`src/rtl/regfile_pkg.sv`:
```
// Shared defaults and helpers for the multi-port register file.
package regfile_pkg;

  localparam int DATA_W_DEF = 32;
  localparam int ADDR_W_DEF = 5;
  localparam int NUM_RD_DEF = 2;

  function automatic int byte_count(input int data_w);
    return data_w / 8;
  endfunction

endpackage

```
`src/rtl/regfile_mp_scoreboard.sv`:
```
// Busy-bit scoreboard: set by producer allocation, cleared by strobed writes.
import regfile_pkg::*;

module rf_scoreboard #(
  parameter int ADDR_W = ADDR_W_DEF,
  parameter int NUM_RD = NUM_RD_DEF,
  parameter int NB     = byte_count(DATA_W_DEF)
) (
  input  logic                     clk,
  input  logic                     resetn,
  input  logic                     i_alloc_valid,
  input  logic [ADDR_W-1:0]        i_alloc_addr,
  input  logic [1:0]               i_we,
  input  logic [2*ADDR_W-1:0]      i_waddr,
  input  logic [2*NB-1:0]          i_wstrb,
  input  logic [NUM_RD*ADDR_W-1:0] i_raddr,
  output logic [NUM_RD-1:0]        o_rbusy
);

  localparam int DEPTH = 2**ADDR_W;

  logic [DEPTH-1:0] r_busy;
  logic [DEPTH-1:0] w_busy_nxt;

  // Clears are applied before the set so a same-cycle allocation keeps the bit.
  always_comb begin
    w_busy_nxt = r_busy;
    for (int p = 0; p < 2; p++) begin
      if (i_we[p] && (|i_wstrb[p*NB +: NB])) begin
        w_busy_nxt[i_waddr[p*ADDR_W +: ADDR_W]] = 1'b0;
      end
    end
    if (i_alloc_valid) begin
      w_busy_nxt[i_alloc_addr] = 1'b1;
    end
    w_busy_nxt[0] = 1'b0;
  end

  always_ff @(posedge clk or negedge resetn) begin
    if (!resetn) begin
      r_busy <= '0;
    end else begin
      r_busy <= w_busy_nxt;
    end
  end

  for (genvar gi = 0; gi < NUM_RD; gi++) begin : g_rd
    assign o_rbusy[gi] = r_busy[i_raddr[gi*ADDR_W +: ADDR_W]];
  end

endmodule

```
`src/rtl/regfile_mp.sv`:
```
// Multi-port register file: two byte-strobed write ports, NUM_RD read ports,
// optional write-to-read forwarding and a producer busy scoreboard.
import regfile_pkg::*;

module regfile_mp #(
  parameter int DATA_W = DATA_W_DEF,
  parameter int ADDR_W = ADDR_W_DEF,
  parameter int NUM_RD = NUM_RD_DEF,
  parameter int BYPASS = 1
) (
  input  logic                               clk,
  input  logic                               resetn,
  input  logic [NUM_RD*ADDR_W-1:0]           raddr,
  output logic [NUM_RD*DATA_W-1:0]           rdata,
  output logic [NUM_RD-1:0]                  rbusy,
  input  logic [1:0]                         we,
  input  logic [2*ADDR_W-1:0]                waddr,
  input  logic [2*DATA_W-1:0]                wdata,
  input  logic [2*byte_count(DATA_W)-1:0]    wstrb,
  input  logic                               alloc_valid,
  input  logic [ADDR_W-1:0]                  alloc_addr
);

  localparam int NB    = byte_count(DATA_W);
  localparam int DEPTH = 2**ADDR_W;

  logic [DATA_W-1:0] r_mem [DEPTH];
  logic [ADDR_W-1:0] w_waddr [2];
  logic [DATA_W-1:0] w_wdata [2];
  logic [NB-1:0]     w_wstrb [2];

  for (genvar gp = 0; gp < 2; gp++) begin : g_wp
    assign w_waddr[gp] = waddr[gp*ADDR_W +: ADDR_W];
    assign w_wdata[gp] = wdata[gp*DATA_W +: DATA_W];
    assign w_wstrb[gp] = wstrb[gp*NB +: NB];
  end

  // Port 1 is visited last, so its byte lanes win on a same-address overlap.
  always_ff @(posedge clk or negedge resetn) begin
    if (!resetn) begin
      for (int a = 0; a < DEPTH; a++) begin
        r_mem[a] <= '0;
      end
    end else begin
      for (int p = 0; p < 2; p++) begin
        if (we[p] && (w_waddr[p] != '0)) begin
          for (int b = 0; b < NB; b++) begin
            if (w_wstrb[p][b]) begin
              r_mem[w_waddr[p]][b*8 +: 8] <= w_wdata[p][b*8 +: 8];
            end
          end
        end
      end
    end
  end

  for (genvar gi = 0; gi < NUM_RD; gi++) begin : g_rd
    logic [ADDR_W-1:0] w_raddr;
    logic [DATA_W-1:0] w_rd;

    assign w_raddr = raddr[gi*ADDR_W +: ADDR_W];

    // Writes held during reset are discarded, so they are not forwarded either.
    always_comb begin
      w_rd = r_mem[w_raddr];
      if ((BYPASS != 0) && resetn) begin
        for (int p = 0; p < 2; p++) begin
          if (we[p] && (w_waddr[p] == w_raddr)) begin
            for (int b = 0; b < NB; b++) begin
              if (w_wstrb[p][b]) begin
                w_rd[b*8 +: 8] = w_wdata[p][b*8 +: 8];
              end
            end
          end
        end
      end
      if (w_raddr == '0) begin
        w_rd = '0;
      end
    end

    assign rdata[gi*DATA_W +: DATA_W] = w_rd;
  end

  rf_scoreboard #(
    .ADDR_W (ADDR_W),
    .NUM_RD (NUM_RD),
    .NB     (NB)
  ) u_scoreboard (
    .clk           (clk),
    .resetn        (resetn),
    .i_alloc_valid (alloc_valid),
    .i_alloc_addr  (alloc_addr),
    .i_we          (we),
    .i_waddr       (waddr),
    .i_wstrb       (wstrb),
    .i_raddr       (raddr),
    .o_rbusy       (rbusy)
  );

endmodule

```
`config.mk`:
```
export PLATFORM = sky130hd
export DESIGN_NAME = regfile_mp
export DESIGN_NICKNAME = d
export VERILOG_FILES = /design/src/rtl/regfile_pkg.sv /design/src/rtl/regfile_mp_scoreboard.sv /design/src/rtl/regfile_mp.sv
export SDC_FILE = /design/constraint.sdc
export NUM_CORES = 2
export LEC_CHECK = 0
export BUFFER_PORTS_ARGS = -buffer_cell sky130_fd_sc_hd__buf_2
export CAP_MARGIN = 20
export CORE_ASPECT_RATIO = 1.1
export CORE_MARGIN = 8
export CORE_UTILIZATION = 54
export CTS_CLUSTER_SIZE = 25
export DETAILED_ROUTE_END_ITERATION = 12
export PLACE_DENSITY = 0.7
export SLEW_MARGIN = 30
export SYNTH_ARGS = -nofsm -noshare
export SYNTH_HDL_FRONTEND = slang
export SYNTH_SLANG_ARGS = --single-unit
```
`constraint.sdc`:
```
create_clock -name clk -period 6.5 [get_ports clk]
set_input_delay 0.65 -clock clk [delete_from_list [all_inputs] [get_ports clk]]
set_output_delay 0.65 -clock clk [all_outputs]
set_load 0.01 [all_outputs]
```
Word-level counts from Yosys, hierarchy flattened:

Cells that the tools add are included.

* latch bits: 0
* output and inout bits: 66
* memories: 0
* memory bits (read-only): 0
* word-level logic and storage cells: 162
* register bits: 1055
* bits of input ports: 102
* RAM bits: 0

* shift-type cells: 0
* bitwise gates (word level): 9
* multiplexer cells: 83
* $mul: 0
* reduce and logical (&&, ||, !) cells: 19
* eq/ne operators: 4
* $lt $le $gt $ge: 14
* add/subtract/negate cells: 0
* div/mod/pow operators: 0

Operator list (number)
* $mux 1024: 16
* $bwmux 1024: 8
* $demux 32 s5: 8
* $mux 32: 17
* $bmux 32 s5: 2
* $mux 8: 18
* $and 32x32->32: 2
* $not 32->32: 2
* $mux 24: 2
* $mux 16: 2
* $or 32x32->32: 1
* $lt 5x6->1 const B: 5
* $ge 6x6->1 const B: 4
* $not 5->6: 4
* $eq 5x5->1: 4
* $demux 1 s5: 3
* $ge 5x1->1 const B: 3
* $logic_and 1x1->1: 13
* $lt 6x1->1 const B: 2
* $bmux 1 s5: 2
* $logic_not 5->1: 2
* $reduce_bool 5->1: 2
* $reduce_or 4->1: 2
* $mux 1: 5

Depth between registers and ports, before layout:

* depth in word-level cells: 29
* mapped depth: 9
* depth with buffers taken out: 5

By module:

From an unflattened synthesis, not the netlist that was laid out.

* cell total of the unflattened synthesis: 6429
* area, all modules: 68393.1 µm²

Modules (own cells, without submodules)
* regfile_mp: seq. area each 25624.6 µm², area an instance 66115.9 µm², times used 1, cells an instance 6184
* rf_scoreboard: seq. area each 775.7 µm², area an instance 2277.2 µm², times used 1, cells an instance 245

Worst setup path after synthesis:

No wires, ideal clock.

* kind: input-to-output
* start point: input raddr[6]
* end point: output rbusy[1]
* slack: 3367 ps
* arrival: 2483 ps
* stages: 7
* buffers on the path: 4
* data required time: 5850 ps
* cell sequence: buf_2 -> buf_6 -> buf_4 -> clkbuf_1 -> mux4_2 -> mux4_2 -> mux2_2

* cells in the longest elaborated chain, start to end: 2

Ends and longest elaborated chain
* start, declared: RTL line regfile_mp.sv:13 `input logic [NUM_RD*ADDR_W-1:0] raddr,`
* $bmux 1 s5: RTL line regfile_mp_scoreboard.sv:48 `assign o_rbusy[gi] = r_busy[i_raddr[gi*ADDR_W +: ADDR_W]];`
* $mux 1 (not written as such): RTL line regfile_mp_scoreboard.sv:48
* end, declared: RTL line regfile_mp.sv:15 `output logic [NUM_RD-1:0] rbusy,`

Every way passes these cells. The select of a mux whose other input is x is not followed.

Worst setup path in the final report:

* start point: input raddr[2]
* end point: output rdata[31]

* cells in the longest elaborated chain, start to end: 10
* elaborated cells between the ends (all ways): 15
* those cells by class: eq/ne (2); mux (9); bitwise (1); reduce/logical (3)

Ends and longest elaborated chain
* $not 5->6 (not written as such): RTL line regfile_mp.sv:65 `w_rd = r_mem[w_raddr];`
* $bmux 32 s5: RTL line regfile_mp.sv:65
* $mux 32 (not written as such) (2 in a row): RTL line regfile_mp.sv:65
* $mux 8: RTL line regfile_mp.sv:70 `if (w_wstrb[p][b]) begin`
* $mux 32: RTL line regfile_mp.sv:68 `if (we[p] && (w_waddr[p] == w_raddr)) begin`
* $mux 8: RTL line regfile_mp.sv:70
* $mux 32: RTL line regfile_mp.sv:68
* $mux 32: RTL line regfile_mp.sv:66 `if ((BYPASS != 0) && resetn) begin`
* $mux 32 (*): RTL line regfile_mp.sv:77 `if (w_raddr == '0) begin`
* end, declared: RTL line regfile_mp.sv:14 `output logic [NUM_RD*DATA_W-1:0] rdata,`

Mark *: on every way between the ends. The rest lies on a longest branch, timed or not. The select of a mux whose other input is x is not followed.

==> flow_summary.toml <==
[outcome]
status = "finished, final reports clean"

[yosys]
syn_nets = 6416
ys_warn_count = 0
synthTopCellsByCount = "mux2i_1, dfrtp_1, nor2_1"
ys_seq_elements = 1055
synth_top_area_share = 0.393
synth_cell_types = 60
yosysSeqAreaShare = 0.393
synth_edf_count = 0
yosysMostFrequentCell = "mux2i_1"
synthFlopType = "dfrtp_1"
netlist_instances = 6314
ys_async_sr_fraction = 1.00
syn_area_per_cell_sq_um = 10.6
yosysTopAreaCell = "dfrtp_1"
ys_top_cells_by_area = "dfrtp_1, mux4_2, mux2i_1"
synth_area_sq_um = 67100

[clock_tree]
clk_latency_ns = 0.75
clockBufferDepth = 3
cts.repair.resized = 0
numCtsBuffers = 111
cts_tree = "built"
clock_tree.htree_level_count = 3
clkSinkCount = 1055
postCtsSetupBuffers = 0
ctsHoldBuffers = 1
clk_pin_slew_ns = 0.06
cts-root-buf = "clkbuf_16"

[grt]
grt_pass1_wl_microns = 375000
grt_start_max_net_pins = 178
first_global_vias = 53234
grt_antenna_before_repair = 15
grt_usage = 0.371
gr-total-overflow = 0

[power_and_ir_drop]
p_sw_mw = 7.15
p_seq_frac = 0.444
peakVddDrop_mv = 0.229
swShare = 0.323
clkPwrFrac = 0.299
p_leak_nw = 27.5
power.density_nw_per_um2 = 308
comb_power_share = 0.257
internal_power_mw = 14.9

[placed_design]
dp_hpwl_microns = 168000
gp_congestion = 1.01
place_ws_ns = 0.959
portBuffers = 167
dpl-instance-area_sq_um = 68000

[floorplanning]
start_util = 0.544
rows = 135
ios = 168
die_h_microns = 386
dieArea_sq_um = 136000
design.core.area_sq_um = 123000
die_w_microns = 352

[sta]
hold_slack_ns = 0.400
setup_viol = 0
finalWorstSetupSlack_ns = 1.11
max_freq_ghz = 0.186
min_period_ns = 5.39
fin_crit_sh = 0.829
tightestPinTransition_ns = 1.12
hold_viol = 0
tns_ns = 0
relSlewSlack = 0.252
skew_ns = 0
report.final.slew_viol_count = 0
rsz0062_at_grt = "false"

[routing]
via_per_inst = 7.21
vias = 56034
drcViolationCount = 0
postRouteAntennaNets = 0
first_pass_iters = 9
drt_wl_total_microns = 260000
first_iter_violations = 9382
wl_per_cell_microns = 33.4

[flow_run]
cap_violations = 0

[worst_setup_path]
crit_chain = "buf_6 -> buf_4 -> xor2_1 -> nor4_2 -> nand4_1 -> o21ai_1 -> o32ai_1 -> buf_2"
worstReg2RegStart = "r_mem[17]$_DFF_PN0_"
crit_path_end_kind = "output pin"
crit_buf_inv = 3
max_stage_delay_ns = 0.87
crit_path_start_kind = "input port"
worstPathArrival_ns = 4.74
crit_family = "simple AND/OR/NAND/NOR gates"
crit_fanout = 43
crit_path_top_delay_cell = "nand4_1"
required_ns = 5.85
startpoint = "raddr[2]"
critPathKind = "in2out"

[final_layout]
final_area_sq_um = 71800
drive_above_1_share = 0.184
fin_nets = 6130
fillers = 10316
area_delta_synth_final_pct = 7.01

[hold_path]
worstHoldPathType = "reg2reg"
min-delay-start = "r_mem[997]$_DFF_PN0_"
sequential cells by signal, indices dropped and copies added, names as in the netlist:
| name | cells |
|---|---|
| r_mem | 1024 |
| u_scoreboard.r_busy | 31 |
metal layers:
layer	vias to the layer above	routed length [microns]	GRT usage
li1	22847	-	-
met1	27628	91800	0.474
met2	4562	110000	0.531
met3	985	37100	0.131
met4	12	21300	0.247
met5	-	80	0.00285
path summary, 6_finish.rpt:
path | endpoint | slack [ns] | cells after the start
worst max-delay path | rdata[31] | 1.11 | 8
worst min-delay path | r_mem[997]$_DFF_PN0_ | 0.40 | 0
worst max register to register | r_mem[17]$_DFF_PN0_ | 5.61 | 2
worst min register to register | r_mem[997]$_DFF_PN0_ | 0.40 | 0
max in group asynchronous | r_mem[238]$_DFF_PN0_ | 3.09 | 6
min in group asynchronous | r_mem[611]$_DFF_PN0_ | 0.51 | 2
per-stage QoR:
step                 util  power [mW]  cells
floorplan               -        13.4   6314
global route        0.582        22.8   7762
CTS                 0.581        21.9   7758
detailed placement  0.551        15.3   7555
global placement    0.551        15.1   7555
finish              0.583        22.1   7774
placed cells by master, fill, tap and decap left out, types with 53 or more instances in the layout:
master and count:
o22ai_1 169, nor2_1 1036, a22oi_1 53, dfrtp_1 1055
a21oi_1 990, nor2_2 95, clkbuf_16 114, mux4_2 516
a22o_1 62, buf_2 159, buf_4 63, nor4_1 78
mux2i_1 1077, nand2_1 167
power groups by stage:
stage / Sequential, mW / Clock [mW] / Combinational, mW
after global placement: 9.67 / 0 / 5.39
after detailed placement: 9.77 / 0 / 5.57
after global routing: 9.93 / 6.84 / 6.05
after CTS: 9.68 / 6.61 / 5.57
after floorplan: 9.16 / 0 / 4.21
final: 9.82 / 6.60 / 5.68
area by class of cell:
cell class	instances	area, sq um	area share
clock inverters	34	344	0.00479
clock buffers	168	3330	0.0463
well taps	1644	2060	0.0286
flip-flops and latches	1055	26400	0.368
multi-input cells	4580	37900	0.527
diodes	13	32.5	0.000453
inverters	36	135	0.00188
repair buffers	244	1660	0.0231
kinds of logic (layout without fill, tap and decap cells):
kind of cell,Yosys count,count (layout),synth area share
multiplexers,1605,1605,0.336
AND/OR/NAND/NOR,1538,1538,0.102
AO/OA/AOI/OAI,1417,1417,0.122
flip-flops,1055,1055,0.393
buffers and inverters,679,482,0.0448
XOR/XNOR,20,20,0.00261
other,0,13,0
Power figures use the tool's default switching activity.
